==> config.mk <==
export PLATFORM = sky130hd
export DESIGN_NAME = meas_averager
export DESIGN_NICKNAME = d
export VERILOG_FILES = /design/src/rtl/meas_averager.sv
export SDC_FILE = /design/constraint.sdc
export NUM_CORES = 1
export LEC_CHECK = 0
export ABC_AREA = 1
export CAP_MARGIN = 15
export CORE_MARGIN = 1.5
export CORE_UTILIZATION = 28
export CTS_CLUSTER_DIAMETER = 30
export DETAILED_ROUTE_END_ITERATION = 10
export PLACE_DENSITY_LB_ADDON = 0.12
export SLEW_MARGIN = 20
export SYNTH_ARGS = -nofsm -noshare
export SYNTH_HDL_FRONTEND = slang
export SYNTH_SLANG_ARGS = --single-unit
==> constraint.sdc <==
create_clock -name clk_i -period 3.55 [get_ports clk_i]
set_input_delay 0.355 -clock clk_i [delete_from_list [all_inputs] [get_ports clk_i]]
set_output_delay 0.355 -clock clk_i [all_outputs]
set_load 0.05 [all_outputs]
==> src/rtl/meas_averager.sv <==
// Converts each finished conversion into a signed sample and averages 2^L samples
// taken on one range, handing the average downstream over a valid/ready handshake.
module meas_averager #(
   parameter int COUNT_W      = 16,
   parameter int AVG_LOG2_MAX = 4
) (
   input  logic                      clk_i,
   input  logic                      rst_n_i,
   input  logic                      sample_valid_i,
   input  logic [COUNT_W-1:0]        sample_count_i,
   input  logic                      sample_sign_i,
   input  logic [2:0]                sample_range_i,
   input  logic                      range_error_i,
   input  logic [2:0]                avg_log2_i,
   input  logic                      flush_i,
   output logic signed [COUNT_W:0]   result_o,
   output logic [2:0]                result_range_o,
   output logic                      result_valid_o,
   input  logic                      result_ready_i,
   output logic                      overrun_o,
   output logic [AVG_LOG2_MAX:0]     fill_o
);

   localparam int ACC_W  = COUNT_W + 1 + AVG_LOG2_MAX;
   localparam int FILL_W = AVG_LOG2_MAX + 1;

   typedef enum logic {
      EMPTY,
      FILLING
   } state_t;

   state_t                    state, state_nxt;
   logic signed [ACC_W-1:0]   acc, acc_nxt;
   logic [FILL_W-1:0]         fill, fill_nxt;
   logic [2:0]                l_win, l_win_nxt;
   logic [2:0]                range_q, range_nxt;
   logic signed [COUNT_W:0]   result_q, result_nxt;
   logic [2:0]                result_range_q, result_range_nxt;
   logic                      result_valid_q, result_valid_nxt;
   logic                      overrun_q, overrun_nxt;

   logic signed [ACC_W-1:0]   mag, s_ext, sum;
   logic [2:0]                l_req, l_use;
   logic [FILL_W-1:0]         fill_inc;
   logic                      restart, complete;

   assign mag   = ACC_W'(sample_count_i);
   assign s_ext = sample_sign_i ? -mag : mag;
   assign l_req = (int'(avg_log2_i) > AVG_LOG2_MAX) ? 3'(AVG_LOG2_MAX) : avg_log2_i;

   // A sample opens a fresh window when nothing is pending or the range moved.
   assign restart  = (state == EMPTY) || (sample_range_i != range_q);
   assign l_use    = restart ? l_req : l_win;
   assign sum      = (restart ? '0 : acc) + s_ext;
   assign fill_inc = (restart ? '0 : fill) + FILL_W'(1);

   always_comb begin
      // NOTE: every target gets a default first so no path leaves a latch behind.
      state_nxt        = state;
      acc_nxt          = acc;
      fill_nxt         = fill;
      l_win_nxt        = l_win;
      range_nxt        = range_q;
      result_nxt       = result_q;
      result_range_nxt = result_range_q;
      result_valid_nxt = result_valid_q;
      overrun_nxt      = overrun_q;
      complete         = 1'b0;

      if (flush_i) begin
         state_nxt   = EMPTY;
         acc_nxt     = '0;
         fill_nxt    = '0;
         overrun_nxt = 1'b0;
      end else if (sample_valid_i && range_error_i) begin
         state_nxt = EMPTY;
         acc_nxt   = '0;
         fill_nxt  = '0;
      end else if (sample_valid_i) begin
         l_win_nxt = l_use;
         range_nxt = sample_range_i;
         if (fill_inc == (FILL_W'(1) << l_use)) begin
            complete         = 1'b1;
            state_nxt        = EMPTY;
            acc_nxt          = '0;
            fill_nxt         = '0;
            // Arithmetic shift gives floor rounding; the average always fits COUNT_W+1.
            result_nxt       = (COUNT_W + 1)'(sum >>> l_use);
            result_range_nxt = sample_range_i;
         end else begin
            state_nxt = FILLING;
            acc_nxt   = sum;
            fill_nxt  = fill_inc;
         end
      end

      if (complete) begin
         if (result_valid_q && !result_ready_i)
            overrun_nxt = 1'b1;
         result_valid_nxt = 1'b1;
      end else if (result_valid_q && result_ready_i) begin
         result_valid_nxt = 1'b0;
      end
   end

   always_ff @(posedge clk_i or negedge rst_n_i) begin
      if (!rst_n_i) begin
         state <= EMPTY;
      end else begin
         // NOTE: state registers use non-blocking assignment so all flops update together.
         state <= state_nxt;
      end
   end

   always_ff @(posedge clk_i or negedge rst_n_i) begin
      if (!rst_n_i) begin
         acc            <= '0;
         fill           <= '0;
         l_win          <= '0;
         range_q        <= '0;
         result_q       <= '0;
         result_range_q <= '0;
         result_valid_q <= 1'b0;
         overrun_q      <= 1'b0;
      end else begin
         acc            <= acc_nxt;
         fill           <= fill_nxt;
         l_win          <= l_win_nxt;
         range_q        <= range_nxt;
         result_q       <= result_nxt;
         result_range_q <= result_range_nxt;
         result_valid_q <= result_valid_nxt;
         overrun_q      <= overrun_nxt;
      end
   end

   assign result_o       = result_q;
   assign result_range_o = result_range_q;
   assign result_valid_o = result_valid_q;
   assign overrun_o      = overrun_q;
   assign fill_o         = fill;

endmodule

==> Word level (Yosys, flattened, before mapping) <==
Cells that the tools add are included.
{ "classes": {"addsub": 3, "magnitude_cmp": 1, "n_eq_ne": 2, "shifts": 2, "muxes": 26, "n_bitwise": 3, "reduce_logical": 9} }
{ "op_table": {"columns": ["cell", "count"], "rows": [
  ["2-to-1 mux 21 bit", 6],
  ["2-to-1 mux 5 bit", 5],
  ["adder 21 bit", 1],
  ["negation 16 -> 21 bit", 1],
  [">>> shifter 21 x 3 -> 17 bit", 1],
  ["2-to-1 mux 1 bit", 13],
  ["2-to-1 mux 3 bit", 2],
  ["adder 5 x 1 -> 5 bit, second input constant", 1],
  ["== test 5 bit", 1],
  ["<< shifter 1 x 3 -> 5 bit, first input constant", 1],
  ["AND reduction 4 bit", 1],
  ["> comparator 3 bit, second input constant", 1],
  ["logical AND 1 bit", 3],
  ["!= test 3 bit", 1],
  ["NOT 1 bit", 3],
  ["AND reduction 3 bit", 1],
  ["nonzero test 3 bit", 1],
  ["nonzero test 2 bit", 1],
  ["logical NOT 1 bit", 1],
  ["logical OR 1 bit", 1]
]} }
{ "totals": {"register_bits": 55, "in_bits": 29, "elab_cells": 55} }

==> Longest topological paths before layout <==
Gate-level depths: netlist (run 1).
{ "depth": {"ltp_word": 10, "mapped_depth": 26, "depth_no_buf": 26} }

==> Worst setup path before layout (run 1) <==
No wires, ideal clock.
{ "synth_timing": {"path_type": "register -> register", "startpoint": "register range_q[1]", "endpoint": "register result_q[12] (netlist: result_o[12])", "setup_time_ps": 118, "arrival_ps": 2865, "required_time_ps": 3432, "path_slack_ps": 567, "stages_incl_launch_ff": 22, "n_path_buf": 2, "synth_period_minus_slack_ps": 2983, "cell_sequence": "dfrtp_1 inv_1 nand2_1 nand2_1 nor2_1 nand2_2 buf_6 clkbuf_1 nor2_1 ha_1 fa_1 nand3_1 nand3_1 nand2_1 nand3_1 or2_2 nand3_1 nand3_1 nand3_1 nand2_1 nand2_1 nand2_1"} }
{ "synth_via": {"elab_chain_cells": 6, "elab_cells_between_ends": 11} }
{ "synth_lines": {"columns": ["element", "line_no", "rtl"], "rows": [
  ["from (decl)", "36", "logic [2:0] range_q, range_nxt;"],
  ["from (signal assigned)", "129", "range_q <= range_nxt;"],
  ["!= test 3 bit (*)", "52", "assign restart = (state == EMPTY) || (sample_range_i != range_q);"],
  ["logical OR 1 bit (*)", "52", null],
  ["branches (longest 4 deep; another with adder 21 bit)", null, null],
  ["to (signal assigned)", "130", "result_q <= result_nxt;"],
  ["to (decl)", "37", "logic signed [COUNT_W:0] result_q, result_nxt;"]
]} }
Every way passes the cells marked *.
A chain may end at the register's enable or synchronous reset.

==> Worst setup path in the final report (run 1) <==
{ "layout_timing": {"startpoint": "input port sample_count_i[3]", "endpoint": "register result_q[13] (netlist: result_o[13])"} }
{ "layout_via": {"elab_chain_cells": 4} }
{ "layout_lines": {"columns": ["element", "line_no", "rtl"], "rows": [
  ["from (decl)", "10", "input logic [COUNT_W-1:0] sample_count_i,"],
  ["negation 16 -> 21 bit", "48", "assign s_ext = sample_sign_i ? -mag : mag;"],
  ["2-to-1 mux 21 bit (*)", "48", null],
  ["adder 21 bit (*)", "54", "assign sum = (restart ? '0 : acc) + s_ext;"],
  [">>> shifter 21 x 3 -> 17 bit (*)", "88", "result_nxt = (COUNT_W + 1)'(sum >>> l_use);"]
]} }
Every way passes the cells marked *; elsewhere a longest branch is shown, timed or not.

==> metrics.md, run 1 <==
| Metric | Value |
|---|---|
| # setup viols final | `0` |
| Number of global-route vias before repair | `5296` |
| Cell at the root of the clock tree | `sky130_fd_sc_hd__clkbuf_16` |
| R2R cell count | `21` |
| Actual transition at the worst max-transition pin | `roughly 0.72 ns` |
| Total routing usage reported by global routing | `0.185` |
| Clock tree from TritonCTS | `built` |
| Largest buffer count on any clock path | `2` |
| Flops & latches, synth | `55` |
| Slew Limit Headroom | `0.519` |
| Final Hold Viols | `0` |
| Run status | `completed` |
| First DRT Iteration DRCs | `215` |
| Critical Path, Cell by Cell | `clkdlybuf4s50_1, buf_4, nor2_1, nand2_1, buf_4, o31ai_1, xnor2_1, ha_1, nand2_1, nand2_1, a21oi_1, nand3_1, nand2_1, nand3b_1, nand3_1, nand3_1, nand3_1, nand2_1, nand2_1, nand2_1` |
| Initial core utilization | `0.286` |
| Count of H-tree levels built during CTS | `2` |
| Synthesis warning total | `0` |
| Post-layout total power | `between 2 and 2.5 mW` |
| Fin Hold WS | `0.103 ns` |
| Aggregate routed wire length | `16200 um` |
| Critical Path RT | `3.74 ns` |
| WL/cell | `13.6 um` |
| Type of the worst min-delay path | `input pin to asynchronous set/reset pin` |
| Initial antenna violation count | `1` |
| First-pass DRT Iterations | `4` |
| Overall die width | `136 um` |
| Global-route wire length before repair | `between 20000 and 30000 um` |
| Library cell occupying the most area in the post-synthesis netlist | `sky130_fd_sc_hd__dfrtp_1` |
| Avg Cell Area, Syn | `roughly 6 um2` |
| Slowest CP cell | `sky130_fd_sc_hd__clkdlybuf4s50_1` |
| Clock sink count | `55` |
| Post-Syn Instances | `813` |
| Register area share after synthesis | `0.278` |
| PortBufs | `55` |
| Post-synth net total | `roughly 870` |
| Weighted congestion reported at the end of routability-driven placement | `~0.86` |
| Post-route clock skew | `about 0.0086 ns` |
| Num CTS Buffers | `5` |
| Clock period minus final worst setup slack | `3.27 ns` |
| Number of nets still failing antenna checks after routing | `0` |
| Crit-path max FO | `4` |
| Leakage power | `3.58 nW` |
| Dpl hpwl | `between 10000 and 15000 um` |
| Worst stage delay on the critical path | `0.43 ns` |
| Post-synthesis cell type count | `37` |
| Type of element capturing the critical path | `flip-flop` |
| Vias post-DR | `5365` |
| Count of nets after finishing | `1016` |
| Vert. Die Dim | `136 um` |
| Launching element type of the critical path | `input pin` |
| Number of vias per cell | `4.51` |
| Critical path's most frequent cell | `sky130_fd_sc_hd__nand2_1` |
| WS Path Type | `input pin to flip-flop` |
| Number of max-cap violations | `0` |
| Worst VDD drop | `0.236 mV` |
| Peak Freq | `between 300 and 400 MHz` |
| Io pins | `56` |
| Total congestion overflow | `0` |
| Cell types occupying the most area after synthesis | `sky130_fd_sc_hd__dfrtp_1 28%, sky130_fd_sc_hd__nand2_1 23%, sky130_fd_sc_hd__nand3_1 12%` |
| Endpoint arrival time on the critical path | `~3.5 ns` |
| Total die area | `18500 um2` |
| Post-detailed-route DRC marker count | `0` |
| Share of the clock period used by the worst path after layout | `0.920` |
| Clock-pin slew of the registers on the worst-case setup and hold paths | `0.07 ns` |
| Cell area after synthesis | `4940 um2` |
| Final Slew Violations | `0` |
| Pin count of the biggest net entering global routing | `31` |
| Cell row count | `48` |
| Synth top area share | `0.278` |
| Pwr Density | `approximately 340 nW/um2` |
| Share of cells above drive strength 1 | `0.171` |
| Clock latency at the later pin of the worst-skew pair | `0.30 ns` |
| R2r setup slk | `about 0.56 ns` |
| Growth of design area from synthesis to finish | `37.5%` |
| Standard cell core area | `17300 um2` |
## sequential cells by signal, summed over array words and instances (netlist names)
| signal | count |
|---|---|
| range_q | 3 |
| state | 1 |
| result_range_o | 3 |
| result_o | 17 |
| fill_o | 5 |
| l_win | 3 |
| result_valid_o | 1 |
| acc | 21 |
| overrun_o | 1 |
## worst paths after layout
check,startpoint,end
worst max-delay path,sample_count_i[3],result_o[13]$_DFFE_PN0P_
worst min-delay path,rst_n_i,acc[12]$_DFFE_PN0P_
worst max register to register,range_q[1]$_DFFE_PN0P_,result_o[12]$_DFFE_PN0P_
worst min register to register,result_o[0]$_DFFE_PN0P_,result_o[0]$_DFFE_PN0P_
max in group asynchronous,rst_n_i,result_o[3]$_DFFE_PN0P_
min in group clk_i,result_o[0]$_DFFE_PN0P_,result_o[0]$_DFFE_PN0P_
## per-layer routing
metal / part of all wire / up-vias / global-route usage
met2: 0.48 / 67 / 0.317
li1: - / 2883 / -
met1: 0.49 / 2402 / 0.245
met4: 0.015 / 0 / 0.0455
met5: 0 / - / 0
met3: 0.021 / 13 / 0.0261
## cells in the mapped netlist (all sizes together)
library cell	number
nand2	307
nand3	118
inv	97
nor2	75
dfrtp	55
o21ai	43
ha	22
xor2	17
a21oi	15
clkbuf	13
buf	9
nor3	9
nand3b	7
xnor2	6
nand4	4
o21bai	4
and2	3
clkinv	2
o31ai	2
or2	2
a31oi	1
fa	1
o21a	1
## critical path: cells and delay by family
family | cells | cell delay, ns
xor+xnor | 1 | 0.16
fa+ha+maj | 1 | 0.30
compound gates | 2 | 0.41
buf+inv | 3 | 0.76
simple gates | 13 | 1.46
## power by group
| part | internal (mW) | switching [mW] | leakage [nW] |
|---|---|---|---|
| sequential | 0.724 | 0.0589 | 0.733 |
| clock | 0.276 | 0.227 | 0.0727 |
| combinational | 0.388 | 0.657 | 2.78 |
## cell type report
cell class	instances	area (um2)
flip-flops and latches	55	1380
repair buffers	166	1410
multi-input cells	637	3210
inverters	99	375
well taps	225	282
clock buffers	6	139
diodes	1	2.50
fillers	1951	10500
clock inverters	1	5.00
## per-stage QoR
| stage | setup WS, ns | setup TNS, ns | cells | cell area, um2 | utilization |
|---|---|---|---|---|---|
| 2_1_floorplan | 0.567 | 0 | 813 | 4940 | - |
| 3_5_place_dp | -0.486 | -5.51 | 1178 | 6490 | 0.375 |
| 4_1_cts | 0.00918 | 0 | 1185 | 6660 | 0.385 |
| 6_report | 0.285 | 0 | 1190 | 6800 | 0.393 |
| 5_1_grt | -0.0227 | -0.0227 | 1189 | 6800 | 0.393 |
| 3_3_place_gp | -0.429 | -5.36 | 1178 | 6490 | 0.375 |
## repair_timing
item	in CTS	in global routing
hold buffers	0	0
pin swaps	2	13
endpoints found under the setup margin	8	22
buffers inserted	0	4
resized for setup	6	32
## kinds of logic (layout without fill, tap and decap cells)
| logic type | after synthesis | count (layout) | synth area share |
|---|---|---|---|
| flip-flops | 55 | 55 | 0.278 |
| buffers and inverters | 121 | 272 | 0.0984 |
| XOR/XNOR | 23 | 23 | 0.0407 |
| AO/OA/AOI/OAI | 66 | 66 | 0.0736 |
| AND/OR/NAND/NOR | 525 | 525 | 0.449 |
| adder cells (fa/ha/maj) | 23 | 23 | 0.0597 |
| other | 0 | 1 | 0 |
## layout by cell type, fill, tap and decap left out, drive strengths merged, types with 6 or more instances in the layout
master / instances
clkbuf: 6
o21ai: 43
nand3b: 7
xnor2: 6
dfrtp: 55
inv: 97
a21oi: 15
ha: 22
buf: 112
nand3: 118
nand2: 307
xor2: 17
nor2: 75
nor3: 9
clkdlybuf4s50: 51
No activity file was read; power rests on OpenSTA's default activity.
==> inputs of run 2 (changes only) <==
--- a/config.mk
+++ b/config.mk
@@ -6,8 +6,6 @@
 export NUM_CORES = 1
 export LEC_CHECK = 0
 export ABC_AREA = 1
-export CAP_MARGIN = 15
-export CORE_MARGIN = 1.5
 export CORE_UTILIZATION = 28
 export CTS_CLUSTER_DIAMETER = 30
 export DETAILED_ROUTE_END_ITERATION = 10
==> metrics.md, run 2 (synthesis gave the netlist of run 1 again) <==
| Metric | Value |
|---|---|
| Run status | `completed` |
| Vias post-DR | `5391 (+0.48%)` |
| Slew Limit Headroom | `0.380 (-0.139)` |
| Number of flip-flops under the largest register name | `21 (unchanged)` |
| Antenna diode count | `0 (-1)` |
| Total routing usage reported by global routing | `0.188 (+0.00286)` |
| Number of vias per cell | `4.53 (+0.57%)` |
| Endpoint arrival time on the critical path | `3.42 ns (-0.03 ns)` |
| Clock tree from TritonCTS | `built` |
| Number of max-cap violations | `0 (unchanged)` |
| Pwr Density | `345 nW/um2 (+0.61%)` |
| Largest buffer count on any clock path | `2 (unchanged)` |
| Share of the clock period used by the worst path after layout | `0.906 (-0.0136)` |
| GR peak layer | `met2` |
| WS Path Type | `input pin to flip-flop` |
| Initial core utilization | `0.286 (unchanged)` |
| Number of nets still failing antenna checks after routing | `0 (unchanged)` |
| WL/cell | `13.7 um (+1.2%)` |
| GRT met1 Usage | `0.250 (+0.00511)` |
| PortBufs | `55 (unchanged)` |
| Total die area | `18200 um2 (-1.5%)` |
| Type of element capturing the critical path | `flip-flop` |
| Clock sink count | `55 (unchanged)` |
| Final Slew Violations | `0 (unchanged)` |
| GR Util met3 | `0.0263 (+0.000176)` |
| Post-detailed-placement cell area | `6440 um2 (-0.81%)` |
| Clock-pin slew of the registers on the worst-case setup and hold paths | `0.07 ns (about the same)` |
| Type of the worst min-delay path | `input pin to asynchronous set/reset pin` |
| Global-route wire length before repair | `26600 um (-0.75%)` |
| Clock latency at the later pin of the worst-skew pair | `0.31 ns (about the same)` |
| Io pins | `56 (unchanged)` |
| Largest Register | `acc` |
| Pin count of the biggest net entering global routing | `36 (+16%)` |
| Crit-path max FO | `3 (-1)` |
| Cell row count | `48 (unchanged)` |
| Global Route met2 Usage | `0.320 (+0.00347)` |
| Initial antenna violation count | `0 (-1)` |
| Final Hold Viols | `0 (unchanged)` |
| Commonest cells after routing, fill and taps aside | `295 x sky130_fd_sc_hd__nand2_1, 108 x sky130_fd_sc_hd__buf_4, 107 x sky130_fd_sc_hd__nand3_1, 92 x sky130_fd_sc_hd__inv_1, 69 x sky130_fd_sc_hd__nor2_1` |
| Peak Freq | `311 MHz (+1.5%)` |
| Most common cell after layout, fill and taps aside | `sky130_fd_sc_hd__nand2_1` |
| Critical Path RT | `3.75 ns (about the same)` |
| Finished layout cell area | `6800 um2 (about the same)` |
| Worst r2r src | `range_q[2]$_DFFE_PN0P_` |
| R2R cell count | `21 (unchanged)` |
| # setup viols final | `0 (unchanged)` |
| Clock period minus final worst setup slack | `3.22 ns (-0.0482 ns)` |
| Count of H-tree levels built during CTS | `2 (unchanged)` |
| Final core area utilization | `0.393 (about the same)` |
| Post-route clock skew | `0.0114 ns (+0.00286 ns)` |
| Cell at the root of the clock tree | `sky130_fd_sc_hd__clkbuf_16` |
| Actual transition at the worst max-transition pin | `0.930 ns (+0.208 ns)` |
| Leakage power | `3.59 nW (+0.13%)` |
| Share of cells above drive strength 1 | `0.176 (+0.00519)` |
| Aggregate routed wire length | `16300 um (+1.1%)` |
| Total congestion overflow | `0 (unchanged)` |
| Overall die width | `135 um (-0.74%)` |
| Capture point of the worst reg-to-reg path | `result_o[9]$_DFFE_PN0P_` |
| Worst VDD drop | `0.225 mV (-4.6%)` |
| Count of nets after finishing | `1015 (-0.098%)` |
| Post-detailed-route DRC marker count | `0 (unchanged)` |
| First DRT Iteration DRCs | `234 (+8.8%)` |
| Dpl hpwl | `12900 um (-0.30%)` |
| Growth of design area from synthesis to finish | `37.4% (about the same)` |
| R2r setup slk | `0.61 ns (+0.05 ns)` |
| Number of global-route vias before repair | `5155 (-2.7%)` |
| Launching element type of the critical path | `input pin` |
| Vert. Die Dim | `135 um (-0.74%)` |
| Weighted congestion reported at the end of routability-driven placement | `0.838 (-2.9%)` |
| First-pass DRT Iterations | `5 (+1)` |
| Standard cell core area | `17300 um2 (unchanged)` |
| Num CTS Buffers | `5 (unchanged)` |
-- run 2: final cells by class --
class	count	area, um2
Tap cell	225	282
Clock buffer	5	125
Clock inverter	3	20.0
Inverter	99	375
Timing Repair Buffer	165	1410
Sequential cell	55	1380
Fill cell	1971	10500
Multi-Input combinational cell	637	3210
-- run 2: worst max-delay path by stage --
stage,startpoint,to,slack [ns]
floorplan,range_q[1]$_DFFE_PN0P_,result_o[12]$_DFFE_PN0P_,0.57
global placement,sample_count_i[0],result_o[12]$_DFFE_PN0P_,-0.55
detailed placement,sample_count_i[0],result_o[12]$_DFFE_PN0P_,-0.50
CTS,sample_count_i[1],result_o[15]$_DFFE_PN0P_,0.009
global route,sample_count_i[3],result_o[16]$_DFFE_PN0P_,-0.04
finish,sample_count_i[3],result_o[16]$_DFFE_PN0P_,0.33
-- run 2: stage by stage --
step | setup slack, ns | cells | hold WS [ns] | TNS [ns] | total power, mW
after floorplan | 0.567 | 813 | 0.0594 | 0 | 1.41
after global placement | -0.547 | 1171 | 0.464 | -5.62 | 1.83
after detailed placement | -0.503 | 1171 | 0.467 | -5.30 | 1.83
after CTS | 0.00921 | 1181 | 0.225 | 0 | 2.36
after global routing | -0.0359 | 1189 | 0.246 | -0.0359 | 2.50
final | 0.333 | 1189 | 0.191 | 0 | 2.34
-- run 2: what timing repair did --
| action | 4_1_cts | 5_1_grt |
|---|---|---|
| resized for setup | 6 | 35 |
| cloned | 0 | 0 |
| setup endpoints to repair | 7 | 21 |
| setup buffers | 2 | 8 |
| hold buffers | 0 | 0 |
| pin swaps | 4 | 20 |
| endpoints found under the hold margin | 0 | 0 |
-- run 2: report_power, final --
part           leakage (nW)  switching, mW  internal [mW]
Clock                0.0658          0.254          0.261
Sequential            0.733         0.0603          0.724
Combinational          2.79          0.656          0.390
Total                  3.59          0.970           1.37
-- run 2: critical path, cell delays in order --
cell and delay, ns:
sky130_fd_sc_hd__clkdlybuf4s50_1 0.43, sky130_fd_sc_hd__buf_4 0.15, sky130_fd_sc_hd__nor2_1 0.09, sky130_fd_sc_hd__nand2_1 0.13, sky130_fd_sc_hd__o31ai_2 0.27, sky130_fd_sc_hd__o21ai_0 0.17
sky130_fd_sc_hd__xor2_1 0.18, sky130_fd_sc_hd__ha_1 0.34, sky130_fd_sc_hd__nand2_1 0.09, sky130_fd_sc_hd__nor2_1 0.16, sky130_fd_sc_hd__and2_4 0.17, sky130_fd_sc_hd__nand3b_1 0.17
sky130_fd_sc_hd__nand3_2 0.14, sky130_fd_sc_hd__nand2_1 0.07, sky130_fd_sc_hd__nand2_2 0.07, sky130_fd_sc_hd__nand2_2 0.06, sky130_fd_sc_hd__nand2_1 0.07, sky130_fd_sc_hd__nand2_1 0.06
sky130_fd_sc_hd__nand3_1 0.08, sky130_fd_sc_hd__nand2_1 0.05, sky130_fd_sc_hd__nand2_1 0.06, sky130_fd_sc_hd__nand2_1 0.06
-- run 2: metal layers --
layer | vias up | wire length, um | share of wire
met5 | - | 0 | 0
met4 | 0 | 190 | 0.012
met3 | 12 | 422 | 0.026
met2 | 67 | 7850 | 0.48
met1 | 2437 | 7870 | 0.48
li1 | 2875 | - | -
==> inputs of run 3 (changes only) <==
--- a/config.mk
+++ b/config.mk
@@ -9,7 +9,7 @@
 export CORE_UTILIZATION = 28
 export CTS_CLUSTER_DIAMETER = 30
 export DETAILED_ROUTE_END_ITERATION = 10
-export PLACE_DENSITY_LB_ADDON = 0.12
+export PLACE_DENSITY = 0.56
 export SLEW_MARGIN = 20
 export SYNTH_ARGS = -nofsm -noshare
 export SYNTH_HDL_FRONTEND = slang
==> metrics.md, run 3 (synthesis gave the netlist of run 1 again) <==
| Metric | Value |
|---|---|
| Count of nets after finishing | `1003 (-1.2%)` |
| Start point of the critical path | `sample_count_i[4]` |
| Critical Path RT | `3.75 ns (about the same)` |
| Peak Freq | `307 MHz (-1.3%)` |
| Pin count of the biggest net entering global routing | `41 (+14%)` |
| Clk pwr share | `0.222 (+0.002)` |
| Run status | `completed` |
| Share of cells above drive strength 1 | `0.152 (-0.0240)` |
| First DRT Iteration DRCs | `264 (+13%)` |
| Clock-pin slew of the registers on the worst-case setup and hold paths | `0.07 ns (about the same)` |
| Standard cell core area | `17300 um2 (unchanged)` |
| Io pins | `56 (unchanged)` |
| # setup viols final | `0 (unchanged)` |
| Clock latency at the later pin of the worst-skew pair | `0.31 ns (about the same)` |
| R2r setup slk | `0.59 ns (-0.02 ns)` |
| Dpl hpwl | `12000 um (-6.6%)` |
| Vias post-DR | `5337 (-1.0%)` |
| Comb power frac | `0.440 (-0.006)` |
| Number of nets still failing antenna checks after routing | `0 (unchanged)` |
| Share of power burned in registers | `0.338 (+0.004)` |
| Worst stage delay on the critical path | `0.42 ns (about the same)` |
| Largest buffer count on any clock path | `2 (unchanged)` |
| Internal cell power | `1.37 mW (-0.49%)` |
| Setup total negative slack | `0 ns (unchanged)` |
| Total die area | `18200 um2 (unchanged)` |
| Launching element type of the critical path | `input pin` |
| Slowest CP cell | `sky130_fd_sc_hd__clkdlybuf4s50_1` |
| Type of the worst min-delay path | `input pin to asynchronous set/reset pin` |
| Critical path's most frequent cell | `sky130_fd_sc_hd__nand2_1` |
| Clock tree from TritonCTS | `built` |
| Commonest cells after routing, fill and taps aside | `298 x sky130_fd_sc_hd__nand2_1, 114 x sky130_fd_sc_hd__nand3_1, 96 x sky130_fd_sc_hd__buf_4, 94 x sky130_fd_sc_hd__inv_1, 70 x sky130_fd_sc_hd__nor2_1` |
| Net Switching | `0.961 mW (-0.92%)` |
| Switching share of power | `0.413 (-0.00103)` |
| Slew Limit Headroom | `0.364 (-0.0168)` |
| Antenna diode count | `0 (unchanged)` |
| Initial antenna violation count | `0 (unchanged)` |
| Capture point of the worst reg-to-reg path | `result_o[11]$_DFFE_PN0P_` |
| Endpoint arrival time on the critical path | `3.46 ns (+0.04 ns)` |
| Number of flip-flops under the largest register name | `21 (unchanged)` |
| Vert. Die Dim | `135 um (unchanged)` |
| Number of global-route vias before repair | `5035 (-2.3%)` |
| Total congestion overflow | `0 (unchanged)` |
| Crit-path max FO | `5 (+2)` |
| Growth of design area from synthesis to finish | `34.9%` |
| WS Path Type | `input pin to flip-flop` |
| Post-detailed-route DRC marker count | `0 (unchanged)` |
| PortBufs | `55 (unchanged)` |
| Initial core utilization | `0.286 (unchanged)` |
| Clock sink count | `55 (unchanged)` |
| Leakage power | `3.52 nW (-1.8%)` |
| Number of fill cells | `1918 (-2.7%)` |
| Most common cell after layout, fill and taps aside | `sky130_fd_sc_hd__nand2_1` |
| Count of H-tree levels built during CTS | `2 (unchanged)` |
| Post-CTS Hold Fix Bufs | `0 (unchanged)` |
| Final Slew Violations | `0 (unchanged)` |
| Actual transition at the worst max-transition pin | `0.955 ns (+0.0252 ns)` |
| Final worst-path setup slack | `0.289 ns (-0.0439 ns)` |
| Final Hold Viols | `0 (unchanged)` |
| Worst r2r src | `range_q[2]$_DFFE_PN0P_` |
| Post-detailed-placement cell area | `6380 um2 (-0.93%)` |
| Cell at the root of the clock tree | `sky130_fd_sc_hd__clkbuf_16` |
| Share of the clock period used by the worst path after layout | `0.919 (+0.0124)` |
| R2R cell count | `21 (unchanged)` |
| WL/cell | `12.9 um (-6.4%)` |
| Kind of cell with the highest combined delay on the critical path | `simple AND/OR/NAND/NOR gates` |
| Post-route clock skew | `0.00744 ns (-0.00400 ns)` |
| Pwr Density | `349 nW/um2 (+1.2%)` |
| Overall die width | `135 um (unchanged)` |
| Clock period minus final worst setup slack | `3.26 ns (+0.0439 ns)` |
| Number of max-cap violations | `0 (unchanged)` |
| Weighted congestion reported at the end of routability-driven placement | `0.870 (+3.8%)` |
| Finished layout cell area | `6670 um2 (-1.8%)` |
| Largest Register | `acc` |
| Worst VDD drop | `0.235 mV (+4.5%)` |
| Number of vias per cell | `4.53 (about the same)` |
| Global-route wire length before repair | `25000 um (-5.7%)` |
| Critical Path, Cell by Cell | `clkdlybuf4s50_1, inv_1, nand3_1, nor3_2, nand2_1, nor2_2, nand2_2, nand2_2, buf_4, buf_4, nand2_1, ha_1, nand2_1, nor3_1, nand2_1, nand2_1, nand2_1, nand3_1, nand3_1, nand3_1, nand2_1, nand2_1, nand2_1` |
| Aggregate routed wire length | `15100 um (-7.4%)` |
| Type of element capturing the critical path | `flip-flop` |
| Total routing usage reported by global routing | `0.175 (-0.0125)` |
| Critical path buffer and inverter count | `4 (+2)` |
| Num CTS Buffers | `5 (unchanged)` |
| Final core area utilization | `0.386 (-0.00723)` |
| Worst slack at placement | `-0.322 ns (+0.182 ns)` |
| First-pass DRT Iterations | `5 (unchanged)` |
| Cell row count | `48 (unchanged)` |
| Post-layout total power | `2.33 mW (-0.67%)` |
## run 3: cell count changes in the layout (fill, tap and decap cells not counted), sizes merged
cell | previous run | this run
buf | 111 | 99
clkdlybuf4s50 | 50 | 51
clkinv | 3 | 2
dlymetal6s2s | 4 | 3
inv | 97 | 98
## run 3: per-stage QoR
step                      std cells  hold WS, ns
after detailed placement       1163        0.466
after CTS                      1171        0.217
after global placement         1163        0.463
after global routing           1177        0.267
final                          1177        0.170
after floorplan                 813       0.0594
## run 3: worst max-delay path by stage
stage                     cells past startpoint  slack, ns                  endpoint
after global placement                       26      -0.29  result_o[15]$_DFFE_PN0P_
after detailed placement                     26      -0.32  result_o[15]$_DFFE_PN0P_
final                                        23       0.29  result_o[11]$_DFFE_PN0P_
after global routing                         26      -0.04  result_o[15]$_DFFE_PN0P_
after CTS                                    26       0.03  result_o[12]$_DFFE_PN0P_
after floorplan                              21       0.57  result_o[12]$_DFFE_PN0P_
## run 3: area by class of cell
class	instances	area, um2	area share
sequential	55	1380	0.206
inverter	99	375	0.0563
tap	225	282	0.0422
multi-input combinational	637	3180	0.476
timing repair buffer	153	1310	0.197
clock inverter	3	23.8	0.00356
clock buffer	5	125	0.0188
## run 3: power by group through the flow
stage,Sequential (mW),Combinational [mW],Clock [mW]
after floorplan,1.05,0.362,0
after global placement,0.801,1.01,0
after detailed placement,0.797,1.01,0
after CTS,0.789,1.02,0.539
after global routing,0.799,1.12,0.563
final,0.788,1.02,0.517
## run 3: layer usage
metal / vias up / global-route usage / part of all wire
li1: 2848 / - / -
met2: 78 / 0.300 / 0.49
met3: 16 / 0.0312 / 0.034
met5: - / 0 / 0
met4: 0 / 0.0368 / 0.015
met1: 2395 / 0.229 / 0.46
## run 3: timing repair
item / in CTS / in global routing
endpoints found under the hold margin: 0 / 0
setup buffers: 0 / 6
pin swaps: 0 / 14
resized for setup: 1 / 27
setup endpoints to repair: 2 / 21
